$ cat config.mk
export PLATFORM = sky130hd
export DESIGN_NAME = mx_rr_sel
export DESIGN_NICKNAME = d
export VERILOG_FILES = /design/src/rtl/mx_rr_sel.sv
export SDC_FILE = /design/constraint.sdc
export NUM_CORES = 1
export LEC_CHECK = 0
export CAP_MARGIN = 20
export CELL_PAD_IN_SITES_DETAIL_PLACEMENT = 0
export CELL_PAD_IN_SITES_GLOBAL_PLACEMENT = 2
export CORE_AREA = 2 2 98 100
export CTS_BUF_LIST = sky130_fd_sc_hd__clkbuf_8
export CTS_CLUSTER_SIZE = 28
export DETAILED_ROUTE_END_ITERATION = 12
export DIE_AREA = 0 0 100 102
export GPL_ROUTABILITY_DRIVEN = 0
export PLACE_DENSITY = 0.86
export SLEW_MARGIN = 15
export SYNTH_ARGS = -nofsm -noshare
export SYNTH_HDL_FRONTEND = slang
export SYNTH_SLANG_ARGS = --single-unit
$ cat constraint.sdc
create_clock -name clk -period 19 [get_ports clk]
set_input_delay 2.85 -clock clk [delete_from_list [all_inputs] [get_ports clk]]
set_output_delay 2.85 -clock clk [all_outputs]
set_load 0.01 [all_outputs]
$ cat src/rtl/mx_rr_sel.sv
// Purpose: CH-to-1 channel selector (fixed code or round-robin) into a registered valid/ready output stage.
// Latency: 1 cycle from input transfer to out_valid.
// Backpressure: a held word with out_ready low zeroes in_ready; drain and reload may happen in the same cycle.
// Optional: define MX_RR_SEL_CNT_EN to add a saturating 16-bit transfer counter port xfer_cnt.
module mx_rr_sel #(
    parameter int WIDTH = 4,
    parameter int CH    = 8,
    parameter int SEL_W = 3
) (
    input  logic                  clk,
    input  logic                  reset,
    input  logic                  mode,
    input  logic [SEL_W-1:0]      sel,
    input  logic [CH-1:0]         in_valid,
    input  logic [CH*WIDTH-1:0]   in_data,
    output logic [CH-1:0]         in_ready,
    output logic                  out_valid,
    output logic [WIDTH-1:0]      out_data,
    output logic [SEL_W-1:0]      out_ch,
    input  logic                  out_ready
`ifdef MX_RR_SEL_CNT_EN
    ,
    output logic [15:0]           xfer_cnt
`endif
);

    logic [SEL_W-1:0] last_grant;
    logic [SEL_W-1:0] grant;
    logic             grant_vld;
    logic [WIDTH-1:0] grant_dat;
    logic             load_en;
    logic             xfer;

    assign load_en = !out_valid || out_ready;
    assign xfer    = !reset && load_en && grant_vld;

    // RR picks the requester at the smallest forward distance past last_grant.
    always_comb begin
        int best;
        int dst;
        grant_vld = 1'b0;
        grant     = '0;
        best      = CH;
        dst       = 0;
        if (!mode) begin
            for (int i = 0; i < CH; i++) begin
                if (sel == SEL_W'(i) && in_valid[i]) begin
                    grant_vld = 1'b1;
                    grant     = SEL_W'(i);
                end
            end
        end else begin
            for (int i = 0; i < CH; i++) begin
                if (in_valid[i]) begin
                    dst = (i - int'(last_grant) - 1 + 2 * CH) % CH;
                    if (dst < best) begin
                        best      = dst;
                        grant_vld = 1'b1;
                        grant     = SEL_W'(i);
                    end
                end
            end
        end
    end

    always_comb begin
        in_ready  = '0;
        grant_dat = '0;
        for (int i = 0; i < CH; i++) begin
            if (grant == SEL_W'(i)) begin
                grant_dat   = in_data[i*WIDTH +: WIDTH];
                in_ready[i] = !reset && load_en && grant_vld;
            end
        end
    end

    always_ff @(posedge clk) begin
        if (reset) begin
            out_valid  <= 1'b0;
            out_data   <= '0;
            out_ch     <= '0;
            last_grant <= SEL_W'(CH - 1);
        end else if (xfer) begin
            out_valid  <= 1'b1;
            out_data   <= grant_dat;
            out_ch     <= grant;
            last_grant <= grant;
        end else if (out_ready) begin
            out_valid  <= 1'b0;
        end
    end

`ifdef MX_RR_SEL_CNT_EN
    always_ff @(posedge clk) begin
        if (reset) begin
            xfer_cnt <= '0;
        end else if (xfer && xfer_cnt != 16'hFFFF) begin
            xfer_cnt <= xfer_cnt + 16'd1;
        end
    end
`endif

endmodule

* Yosys cells after proc, flatten, opt, wreduce, memory -nomap -nowiden
Index checks and enable logic that the tools add are counted.
Storage, ports and cells: bits in registers 11, input bits 47, logic and storage cells 170
Operators by class: $add $sub $neg 24, $lt $le $gt $ge 8, equal/unequal tests 14, mux-type cells 88, bitwise gates (word level) 8, reductions and logical operators 24
Operators by type and width (count):
- 32-bit 2-to-1 mux | 21
- 4-bit by 32-bit < comparator with 1-bit output | 7
- 3-bit 2-to-1 mux | 20
- 5-bit by 6-bit adder with 7-bit output (second input constant) | 8
- 4-bit by 2-bit subtractor with 5-bit output (second input constant) | 8
- 1-bit 2-to-1 mux | 39
- 4-bit 2-to-1 mux | 8
- 3-bit equality test (second input constant) | 8
- 3-bit OR reduction | 8
- 3-bit by 3-bit subtractor with 4-bit output (first input constant) | 4
- 3-bit by 2-bit equality test with 1-bit output (second input constant) | 4
- 1-bit logical AND | 10
- 1-bit AND | 8
- 1-bit by 3-bit subtractor with 4-bit output (first input constant) | 2
- 2-bit by 3-bit subtractor with 4-bit output (first input constant) | 2
- 3-bit by 1-bit equality test with 1-bit output (second input constant) | 2
- 3-bit logical NOT | 2
- 4-bit by 5-bit < comparator with 1-bit output (second input constant) | 1
- 1-bit logical NOT | 2
- 2-bit nonzero test | 1
- 1-bit logical OR | 1

* Longest topological paths before layout
depth after elaboration 46, gate-level depth with buffers 62

* Worst setup path after synthesis
No wires, ideal clock.
path kind in2out, start input port in_valid[0], end output port in_ready[0], arrival time 12.340 ns, required time 16.150 ns, path slack 3.810 ns, stages 51, cells stage by stage clkbuf_1 -> ha_1 -> and4bb_2 -> o211ai_1 -> nand2_1 -> mux2_2 -> ha_1 -> o211ai_1 -> a211oi_2 -> a21o_1 -> buf_6 -> mux2_2 -> ha_1 -> inv_1 -> o31a_1 -> nor3_1 -> o21ai_0 -> ha_1 -> (+15 left out) -> o21a_1 -> o21ai_0 -> a21o_1 -> a21oi_1 -> o31ai_1 -> o31a_1 -> a21o_1 -> nand2_1 -> mux2_2 -> ha_1 -> o21ai_0 -> a32oi_1 -> nand3_1 -> o21a_1 -> buf_6 -> o31a_4 -> nand2_4 -> nor2_1
On the way: cells in the longest elaborated chain, start to end 32, elaborated cells between the ends (all ways) 72, those cells by class order compare (7); mux (62); reduce/logical (3)
Ends and longest elaborated chain:
- start, declared | line 14 | input logic [CH-1:0] in_valid,
- 32-bit 2-to-1 mux | line 54 | if (in_valid[i]) begin
- 32-bit 2-to-1 mux | line 45 | if (!mode) begin
- 4-bit by 32-bit < comparator with 1-bit output | line 56 | if (dst < best) begin
- 32-bit 2-to-1 mux | line 56
- 32-bit 2-to-1 mux | line 54
- 32-bit 2-to-1 mux | line 45
- 4-bit by 32-bit < comparator with 1-bit output | line 56
- 32-bit 2-to-1 mux | line 56
- (+16 left out)
- 32-bit 2-to-1 mux | line 54
- 32-bit 2-to-1 mux | line 45
- 4-bit by 32-bit < comparator with 1-bit output | line 56
- 3-bit 2-to-1 mux / 1-bit 2-to-1 mux (equally long branches) | line 56
- 3-bit 2-to-1 mux / 1-bit 2-to-1 mux (equally long branches) | line 54
- 3-bit 2-to-1 mux / 1-bit 2-to-1 mux (equally long branches) | line 45
- 3-bit logical NOT / 1-bit logical AND (equally long branches) | line 70, 72
- 1-bit 2-to-1 mux (*) | line 70 | if (grant == SEL_W'(i)) begin
- end, declared | line 16 | output logic [CH-1:0] in_ready,
Mark *: on every way between the ends. The rest lies on a longest branch, timed or not. The select of a mux whose other input is x is not followed.

* Final worst setup path
Ends and elaborated chain as after synthesis.

==> metrics list <==
- After detailed routing, the number of vias per cell comes to 5.43.
* Max-capacitance violation count: 0
- On the final layout, the worst clock skew is 0.00857 ns.
* Ratio of cells with drive above 1 in the final layout: 9.22%
- Wire length reported by the detailed router: around 8400 um
* HPWL after detailed placement: about 7000 um
- The synthesized netlist devotes between 20% and 30% of its cell area to simple gates.
- The die covers 0.0102 mm^2.
- For this run, asynchronously set or reset flops after synthesis account for 0%.
* Maximum single-stage delay on the critical path: 0.56 ns
- The worst setup path is of the input pin to output port kind.
* Fill count: 994
* Number of buffers inserted during clock tree synthesis: 3
- Type of the tightest min-delay check: register to register
- Adder-cell share of the synthesized area: around 17%
- Power density of the placed cells: 115 mW/mm^2
- The tree is rooted in a sky130_fd_sc_hd__clkbuf_8.
* Vert. Die Dim: slightly above 100 um
- Static timing analysis puts the maximum clock frequency at between 50 and 60 MHz.
- Initial antenna violation count: 0
- Max IR drop VDD: about 0.033 mV
- Largest family of logic cells by synthesized area: compound AO/OA/AOI/OAI gates
- Worst-Skew Late Latency: 0.24 ns
- Final hold viol count: 0
- Worst-path cell with the longest stage delay: sky130_fd_sc_hd__clkdlybuf4s50_1
* Number of nets in the layout: 495
- A synthesized cell averages 7.41 um^2.
- Adding up every negative setup slack in the final design gives 0 ns.
* First-pass GRT wire length: between 10000 and 15000 um
- Clock edge transition at the registers on the reported setup and hold paths: 0.06 ns
- #FFs+latches synth: 11
- Primary FF master, synth: sky130_fd_sc_hd__dfxtp_1
* Final routed DRC violation total: 0
* Status: completed
- Yosys mapped a number of flops with a built-in enable equal to 0.
* GRT Total Usage: 16.0%
- Area fraction in compound gates after synthesis: 34.3%
* Crit Path Max Fanout: 8
- Syn Std Cell Area: 0.00259 mm^2
- Arrival time at the worst endpoint: 14.99 ns
- Number of buffers added to fix hold violations after cts: 0
- Routed via count: about 2800
- Post-synthesis xor/xnor area fraction: roughly 1.7%
* Capturing element type of the critical path: output port
* Diodes inserted: 0
- Buffers placed on the I/O ports in this run total 62.
* Slew at the pin closest to its max-slew limit: 0.649 ns
- Final number of max-transition violations: 0
- Vias in the first global route: 2580
- Counting every sink on the clock net gives 11.
- Type of origin of the critical path: input pin
- DIE WIDTH: approximately 100 um
- In this run the remaining antenna-violating nets after routing total 0.
- Post-route fraction of the period consumed by the critical path: roughly 94%
- During synthesis, Yosys emitted a total of 0 warnings.
- Multiplexer fraction of the synthesized cell area: 10.0%
- Entering global routing, the biggest net connects 19 pins.
- Minimum clock period: between 15 and 20 ns
- During I/O placement, the number of pins put on the boundary was 63.
- CTS max path bufs: 2
- The number of different library cells used by synthesis comes to 68.
- Initial standard-cell utilization of the core: 28.4%
- Total congestion overflow after global routing: 0
- Setup repair after global routing left no endpoint under its margin.
- Relative to the synthesized area, the layout overhead comes to 30.3%.
* Required time at the worst-slack endpoint: 16.15 ns
* TritonCTS clock tree: built
- Area of the placeable core: 0.00911 mm^2
* Static leakage power: 0.00141 uW
- Post-detailed-route wirelength per cell: between 15 and 20 um
- The floorplan has 35 rows.
* CTS HTree Levels: 1
- Count of TritonRoute iterations in the first routing pass: 4
- Summing internal, switching and leakage power gives 388 uW.
* Setup Viol. Count Final: 0
* Worst slew margin relative to its limit: 56.7%
- Cell count after synthesis: 349
- Share of the yosys chip area belonging to registers: between 8 and 9%
- In this run, the number of DRC markers left after iteration 0 of detailed routing was 112.
critical path, delay by kind of cell:
kind / cells / cell delay [ns]
muxes: 3 / 1.16
buffers and inverters: 2 / 1.11
adders and majority gates: 7 / 2.05
AOI/OAI and AO/OA: 27 / 5.97
and+or+nand+nor: 14 / 1.86
report_power, final:
part / switching [uW] / leakage (uW) / internal (uW) / total [uW]
clock: 9.12 / 0.0000255 / 14.4 / 23.5
combinational: 197 / 0.00130 / 133 / 330
sequential: 5.29 / 0.0000909 / 28.6 / 33.9
synth_stat cells (all sizes together), types with 8 or more instances:
master,instances,share of area (%)
o211ai,12,3.5
nand2,38,5.8
nor2,29,4.4
a21oi,29,5.8
ha,35,17
a31oi,10,2.4
mux2,13,5.7
dfxtp,11,8.5
o21ai,28,6.1
mux2i,9,3.5
inv,18,2.6
and3,8,2.1
nand3,8,1.5
cell type report:
cell class / count / area [um^2] / share of cell area [%]
flip-flops and latches: 11 / 220 / 6.53
repair buffers: 62 / 621 / 18.4
clock buffers: 3 / 41.3 / 1.22
multi-input cells: 317 / 2280 / 67.6
inverters: 18 / 67.6 / 2.00
clock inverters: 1 / 5.00 / 0.148
well taps: 111 / 139 / 4.12
flip-flops by register name (all words and copies together), names as in the netlist:
register,cells
out_data,4
last_grant,3
out_ch,3
out_valid,1
per-stage QoR:
stage	utilization [%]	hold slack, ns	worst slack (ns)	cell area [um^2]	cells
floorplan	-	0.481	3.81	2620	358
global placement	36.4	0.452	1.23	3320	519
detailed placement	36.4	0.451	1.19	3320	519
CTS	36.9	0.461	1.18	3360	523
global route	37.0	0.496	0.101	3370	523
finish	37.0	0.460	1.16	3370	523
metal layers:
metal	global-route usage, %	wire, um	up-vias
met4	2.53	51	0
met3	0.616	346	6
li1	-	-	1437
met5	0	0	-
met2	25.9	3760	92
met1	24.2	4230	1303
placed cells by master (no fill, tap or decap), types with 12 or more instances in the layout:
master and n:
sky130_fd_sc_hd__o211ai_1 12, sky130_fd_sc_hd__o21ai_0 24, sky130_fd_sc_hd__inv_1 15, sky130_fd_sc_hd__clkdlybuf4s50_1 62, sky130_fd_sc_hd__a21oi_1 28, sky130_fd_sc_hd__ha_1 35
sky130_fd_sc_hd__nor2_1 27, sky130_fd_sc_hd__nand2_1 37, sky130_fd_sc_hd__mux2_2 13
cells by family after synthesis:
family,after synthesis
other,2
XOR/XNOR,5
AND/OR/NAND/NOR,117
multiplexers,23
buffers and inverters,30
AO/OA/AOI/OAI,126
adder cells (fa/ha/maj),35
flip-flops,11
final timing paths:
path	cells past startpoint	to	slack (ns)	startpoint
setup / recovery	53	in_ready[0]	1.16	in_valid[0]
hold / removal	2	out_ch[2]	0.46	out_ch[2]
setup reg to reg	56	out_data[2]	5.59	last_grant[2]
hold reg to reg	2	out_ch[2]	0.46	out_ch[2]
what timing repair did:
item / CTS / global route
setup endpoints to repair: 0 / 2
setup buffers: 0 / 0
endpoints found under the hold margin: 0 / 0
gates resized for setup: 0 / 1
(Power assumes the default switching activity.)
